$ cat src/rtl/scr1_accel_master.sv
// Sequences one multiply-accelerator operation over the SCR1 dmem interface:
// write A, write B, write GO, poll STATUS until DONE, read RESULT.
// The memory-interface type package is kept in this file so the block is
// self-contained.

package scr1_memif_pkg;
  typedef enum logic {
    SCR1_MEM_CMD_RD = 1'b0,
    SCR1_MEM_CMD_WR = 1'b1
  } type_scr1_mem_cmd_e;

  typedef enum logic [1:0] {
    SCR1_MEM_WIDTH_BYTE  = 2'b00,
    SCR1_MEM_WIDTH_HWORD = 2'b01,
    SCR1_MEM_WIDTH_WORD  = 2'b10
  } type_scr1_mem_width_e;

  typedef enum logic [1:0] {
    SCR1_MEM_RESP_NOTRDY = 2'b00,
    SCR1_MEM_RESP_RDY_OK = 2'b01,
    SCR1_MEM_RESP_RDY_ER = 2'b10
  } type_scr1_mem_resp_e;
endpackage

// state    | meaning
// IDLE     | waiting for start, dmem_resp not sampled
// WR_A     | write operand A to DATA_A
// WR_B     | write operand B to DATA_B
// WR_GO    | write 1 to CTRL to launch the multiply
// RD_STAT  | read STATUS, reissue until DONE or poll limit
// RD_RES   | read RESULT, then done pulse
// Each bus state has a REQ phase (rsp_phase=0) and a RSP phase (rsp_phase=1).
module scr1_accel_master
  import scr1_memif_pkg::*;
#(
  parameter logic [31:0] BASE_ADDR = 32'h0000_0000,
  parameter int unsigned MAX_POLLS = 16
) (
  input  logic                 clk,
  input  logic                 rst_n,
  input  logic                 start,
  input  logic [31:0]          op_a,
  input  logic [31:0]          op_b,
  output logic                 busy,
  output logic                 done,
  output logic                 err,
  output logic [1:0]           err_code,
  output logic [31:0]          result,
  output logic                 dmem_req,
  input  logic                 dmem_req_ack,
  output type_scr1_mem_cmd_e   dmem_cmd,
  output type_scr1_mem_width_e dmem_width,
  output logic [31:0]          dmem_addr,
  output logic [31:0]          dmem_wdata,
  input  logic [31:0]          dmem_rdata,
  input  type_scr1_mem_resp_e  dmem_resp
);

  localparam logic [31:0] ADDR_CTRL   = BASE_ADDR + 32'h00;
  localparam logic [31:0] ADDR_DATA_A = BASE_ADDR + 32'h08;
  localparam logic [31:0] ADDR_DATA_B = BASE_ADDR + 32'h0C;
  localparam logic [31:0] ADDR_RESULT = BASE_ADDR + 32'h10;
  localparam logic [15:0] POLL_LAST   = 16'(MAX_POLLS - 1);

  localparam logic [1:0] ERR_BUS     = 2'b01;
  localparam logic [1:0] ERR_TIMEOUT = 2'b10;

  typedef enum logic [2:0] {
    ST_IDLE,
    ST_WR_A,
    ST_WR_B,
    ST_WR_GO,
    ST_RD_STAT,
    ST_RD_RES
  } state_e;

  state_e      state;
  logic        rsp_phase;
  logic [31:0] op_b_q;
  logic [15:0] poll_cnt;

  assign dmem_width = SCR1_MEM_WIDTH_WORD;

  // Sequencer: every bus output is registered; cmd/addr/wdata only change when a new REQ is issued.
  always_ff @(posedge clk or negedge rst_n) begin
    if (!rst_n) begin
      state      <= ST_IDLE;
      rsp_phase  <= 1'b0;
      op_b_q     <= '0;
      poll_cnt   <= '0;
      busy       <= 1'b0;
      done       <= 1'b0;
      err        <= 1'b0;
      err_code   <= 2'b00;
      result     <= '0;
      dmem_req   <= 1'b0;
      dmem_cmd   <= SCR1_MEM_CMD_RD;
      dmem_addr  <= BASE_ADDR;
      dmem_wdata <= '0;
    end else begin
      done <= 1'b0;
      err  <= 1'b0;
      if (state == ST_IDLE) begin
        if (start) begin
          state      <= ST_WR_A;
          rsp_phase  <= 1'b0;
          busy       <= 1'b1;
          err_code   <= 2'b00;
          op_b_q     <= op_b;
          dmem_req   <= 1'b1;
          dmem_cmd   <= SCR1_MEM_CMD_WR;
          dmem_addr  <= ADDR_DATA_A;
          dmem_wdata <= op_a;
        end
      end else if (!rsp_phase) begin
        // dmem_req is always high in REQ, so the handshake reduces to ack.
        if (dmem_req_ack) begin
          dmem_req  <= 1'b0;
          rsp_phase <= 1'b1;
        end
      end else if (dmem_resp == SCR1_MEM_RESP_RDY_ER) begin
        state     <= ST_IDLE;
        rsp_phase <= 1'b0;
        busy      <= 1'b0;
        err       <= 1'b1;
        err_code  <= ERR_BUS;
      end else if (dmem_resp == SCR1_MEM_RESP_RDY_OK) begin
        rsp_phase <= 1'b0;
        case (state)
          ST_WR_A: begin
            state      <= ST_WR_B;
            dmem_req   <= 1'b1;
            dmem_addr  <= ADDR_DATA_B;
            dmem_wdata <= op_b_q;
          end
          ST_WR_B: begin
            state      <= ST_WR_GO;
            dmem_req   <= 1'b1;
            dmem_addr  <= ADDR_CTRL;
            dmem_wdata <= 32'h0000_0001;
          end
          ST_WR_GO: begin
            state      <= ST_RD_STAT;
            poll_cnt   <= '0;
            dmem_req   <= 1'b1;
            dmem_cmd   <= SCR1_MEM_CMD_RD;
            dmem_addr  <= ADDR_CTRL;
            dmem_wdata <= '0;
          end
          ST_RD_STAT: begin
            if (dmem_rdata[31]) begin
              state     <= ST_RD_RES;
              dmem_req  <= 1'b1;
              dmem_addr <= ADDR_RESULT;
            end else if (poll_cnt == POLL_LAST) begin
              state    <= ST_IDLE;
              busy     <= 1'b0;
              err      <= 1'b1;
              err_code <= ERR_TIMEOUT;
            end else begin
              poll_cnt <= poll_cnt + 16'd1;
              dmem_req <= 1'b1;
            end
          end
          ST_RD_RES: begin
            state  <= ST_IDLE;
            result <= dmem_rdata;
            done   <= 1'b1;
            busy   <= 1'b0;
          end
          default: begin
            state <= ST_IDLE;
            busy  <= 1'b0;
          end
        endcase
      end
    end
  end

endmodule

$ cat config.mk
export PLATFORM = sky130hd
export DESIGN_NAME = scr1_accel_master
export DESIGN_NICKNAME = d
export VERILOG_FILES = /design/src/rtl/scr1_accel_master.sv
export SDC_FILE = /design/constraint.sdc
export NUM_CORES = 1
export LEC_CHECK = 0
export ABC_AREA = 1
export CAP_MARGIN = 15
export CORE_MARGIN = 3
export CORE_UTILIZATION = 42
export DETAILED_ROUTE_END_ITERATION = 10
export HOLD_SLACK_MARGIN = 0.12
export PLACE_DENSITY = 0.78
export SLEW_MARGIN = 20
export SYNTH_ARGS = -nofsm -noshare
export SYNTH_HDL_FRONTEND = slang
export SYNTH_SLANG_ARGS = --single-unit
$ cat constraint.sdc
create_clock -name clk -period 1.4 [get_ports clk]
set_clock_uncertainty 0.05 [all_clocks]
set_input_delay 0.28 -clock clk [delete_from_list [all_inputs] [get_ports clk]]
set_output_delay 0.28 -clock clk [all_outputs]
set_load 0.01 [all_outputs]
==> flow_summary.toml <==
[placement]
dp_cells = 1150
hpwl_um = 12040
port_buffers = 175
dpl_cell_area_um2 = 8617
place_congestion = 0.8624

[global_route]
grt_start_max_net_pins = 53
grt_pass1_vias = 5769
track_usage_pct = 21.96
antenna_found_initial = 0
overflow = 0
grt_pass1_wl_um = 28400

[drt]
drtPass1Iterations = 4
viasPerCell = 4.893
antenna_left = 0
routed_wl_um = 18430
drcViolationCount = 0
num_vias = 5911
routedWlPerCell_um = 15.26
drt_iter0_drc = 280

[clock_tree]
cts_buffers = 17
clock_path_buffers = 2
h-tree-depth = 4
root_buffer = "clkbuf_16"
cts_tree = "built"
clkLatencyLatePin_ps = 420
cts_sinks = 126
clkTransAtPathRegs_ps = 60

[sta]
period_minus_slack_ps = 1683
setup_viol = 123
fmax_mhz = 594.2
drv_slew = 0
timing.final.ws_setup_ps = -283.1
post-route-period-util_pct = 120.2
finalHoldViolations = 0
rsz0062_at_grt = "yes"

[yosys]
syn_area_um2 = 6156
synth_xor_area_share_pct = 0.8537
synth_compound_area_share_pct = 6.850
netlist_instances = 749
yosys.area.top_type = "dfrtp_1"
ys_ff_latch = 126
synthMuxAreaShare_pct = 4.390
synth_area_leaders = "dfrtp_1 (51%), nand2_1 (18%), buf_4 (4.4%)"
synth_top_family_by_area = "simple AND/OR/NAND/NOR gates"
syn-mean-instance-area_um2 = 8.219
synth_fa_ha_area_share_pct = 0.6098
synth-simple-area-share_pct = 27.60
yosysTopAreaCellShare_pct = 51.22
yosys_warnings = 0
synth_seq_area_share_pct = 51.22
ys_types = 31

[pwr]
power_density_nw_per_um2 = 1934
peakVddDrop_mv = 1.066
p_leak_nw = 4.944
fin_total_pwr_w = 0.01909

[critical_path]
start_kind = "register"
worstPathRequired_ps = 1650
path_class = "register to register"
end_kind = "register"
r2r_slack_ps = -280
crit_path_max_fanout = 23
cp.arrival_ps = 1930

[floorplan]
dieWidth_um = 127.1
design.core.area_um2 = 14100
die_h_um = 127.1
io_pins = 207
start_util_pct = 43.67
rows = 43
dieArea_um2 = 16150

[status]
violations = "setup timing"
status = "finished, violations left"

[worst_hold_path]
hp-class = "primary input to async pin"

[job]
maxCapViolCount = 0

[layout]
drive_gt1_share_pct = 34.63
n_antenna_cell = 0
fin_area_um2 = 9874
areaGrowthSynthToFinish_pct = 60.41
fin_cells = 1208
n_fill_cell = 1053
nets = 1120
## sequential cells by signal, indices dropped and copies added (netlist names)
register and cells:
busy 1, dmem_addr 3, dmem_cmd 1, dmem_req 1, dmem_wdata 32, done 1, err 1, err_code 2
op_b_q 32, poll_cnt 16, result 32, rsp_phase 1, state 3
## cell type report
class	instances	area, µm²	share of cell area, %
Sequential cell	126	3154	31.94
Clock buffer	22	474.2	4.802
Timing Repair Buffer	280	2606	26.39
Clock inverter	10	136.4	1.381
Inverter	33	148.9	1.508
Tap cell	180	225.2	2.281
Multi-Input combinational cell	557	3129	31.69
## critical path, cell delays in order (launching register included)
cell and delay [ps]:
dfrtp_1 420, nor2_4 200, nand2_4 120, inv_4 80, nand2_4 80, nand2_8 100
nand2_8 80, buf_12 170, o21ai_0 170, nand2_1 80
## routing by layer
| layer | track usage [%] | wire length, µm | vias up |
|---|---|---|---|
| met1 | 27.95 | 7521 | 2818 |
| met2 | 35.59 | 9236 | 209 |
| met3 | 7.860 | 1394 | 26 |
| met4 | 6.183 | 281 | 0 |
| li1 | - | - | 2858 |
| met5 | 0 | 0 | - |
## power breakdown
group          internal [W]  switching [W]  leakage (nW)
Clock               0.00293        0.00160         0.292
Sequential          0.00499       0.000783          1.61
Combinational       0.00395        0.00484          3.04
Total                0.0119        0.00723          4.94
## final timing paths
| path | startpoint | endpoint | cells after the start |
|---|---|---|---|
| worst max-delay path | state[0]$_DFFE_PN0P_ | dmem_wdata[28]$_DFFE_PN0P_ | 9 |
| worst min-delay path | rst_n | op_b_q[2]$_DFFE_PN0P_ | 2 |
| worst max register to register | state[0]$_DFFE_PN0P_ | dmem_wdata[28]$_DFFE_PN0P_ | 9 |
| worst min register to register | dmem_wdata[26]$_DFFE_PN0P_ | dmem_wdata[26]$_DFFE_PN0P_ | 2 |
| max in group asynchronous | rst_n | state[2]$_DFFE_PN0P_ | 3 |
| min in group clk | dmem_rdata[16] | result[16]$_DFFE_PN0P_ | 3 |
## metrics by stage
stage	utilization (%)	hold slack [ps]	TNS, ps	setup slack (ps)
detailed placement	61.13	100.1	-61430	-687.1
CTS	67.67	194.9	-19390	-218.4
floorplan	-	-65.59	-9074	-144.0
global route	70.05	220.1	-32430	-360.3
global placement	61.13	99.06	-56950	-601.9
finish	70.05	203.1	-22130	-283.1
## placed cells by master (no fill, tap or decap), types with 8 or more instances in the layout
master | Yosys | final
a21oi_1 | 12 | 10
buf_12 | 0 | 14
buf_2 | 8 | 21
buf_4 | 36 | 69
buf_6 | 1 | 13
clkbuf_16 | 0 | 20
clkbuf_2 | 0 | 36
clkdlybuf4s15_1 | 0 | 18
clkdlybuf4s50_1 | 0 | 98
conb_1 | 2 | 31
dfrtp_1 | 126 | 125
inv_1 | 28 | 20
inv_2 | 3 | 8
mux2_2 | 24 | 24
nand2_1 | 301 | 214
nand2_2 | 2 | 60
nand2_4 | 4 | 30
nand3_1 | 45 | 43
nor2_1 | 48 | 38
o21ai_0 | 54 | 21
o21ai_1 | 6 | 29
o21ai_2 | 0 | 10
## cells in the mapped netlist
cell / count
nand2_4: 4
o21ai_0: 54
nand3_2: 1
ha_1: 3
buf_6: 1
o21ai_1: 6
o21a_1: 1
nand2_2: 2
dfrtp_1: 126
nand2_1: 301
a21oi_2: 1
nor2_4: 1
buf_4: 36
o31ai_1: 1
nand4_1: 6
or2_2: 1
nand3b_1: 2
inv_4: 2
conb_1: 2
inv_2: 3
inv_1: 28
buf_2: 8
a21oi_1: 12
mux2_2: 24
o21bai_1: 5
clkbuf_1: 17
nand3_1: 45
nor2_8: 1
nor2_2: 1
xor2_1: 6
nor2_1: 48
## logic make-up after synthesis
kind of cell,count (synthesis)
and+or+nand+nor,413
other,2
adders and majority gates,3
AOI/OAI and AO/OA,80
xor gates and xnor gates,6
muxes,24
DFF,126
buffers and inverters,95
## timing repair
action	in CTS	in global routing
gates cloned	4	4
buffers inserted	10	11
gates resized for setup	227	210
hold endpoints to repair	126	0
pin swaps	8	39
endpoints found under the setup margin	198	170
hold buffers	1	0
Power figures use the tool's default switching activity.
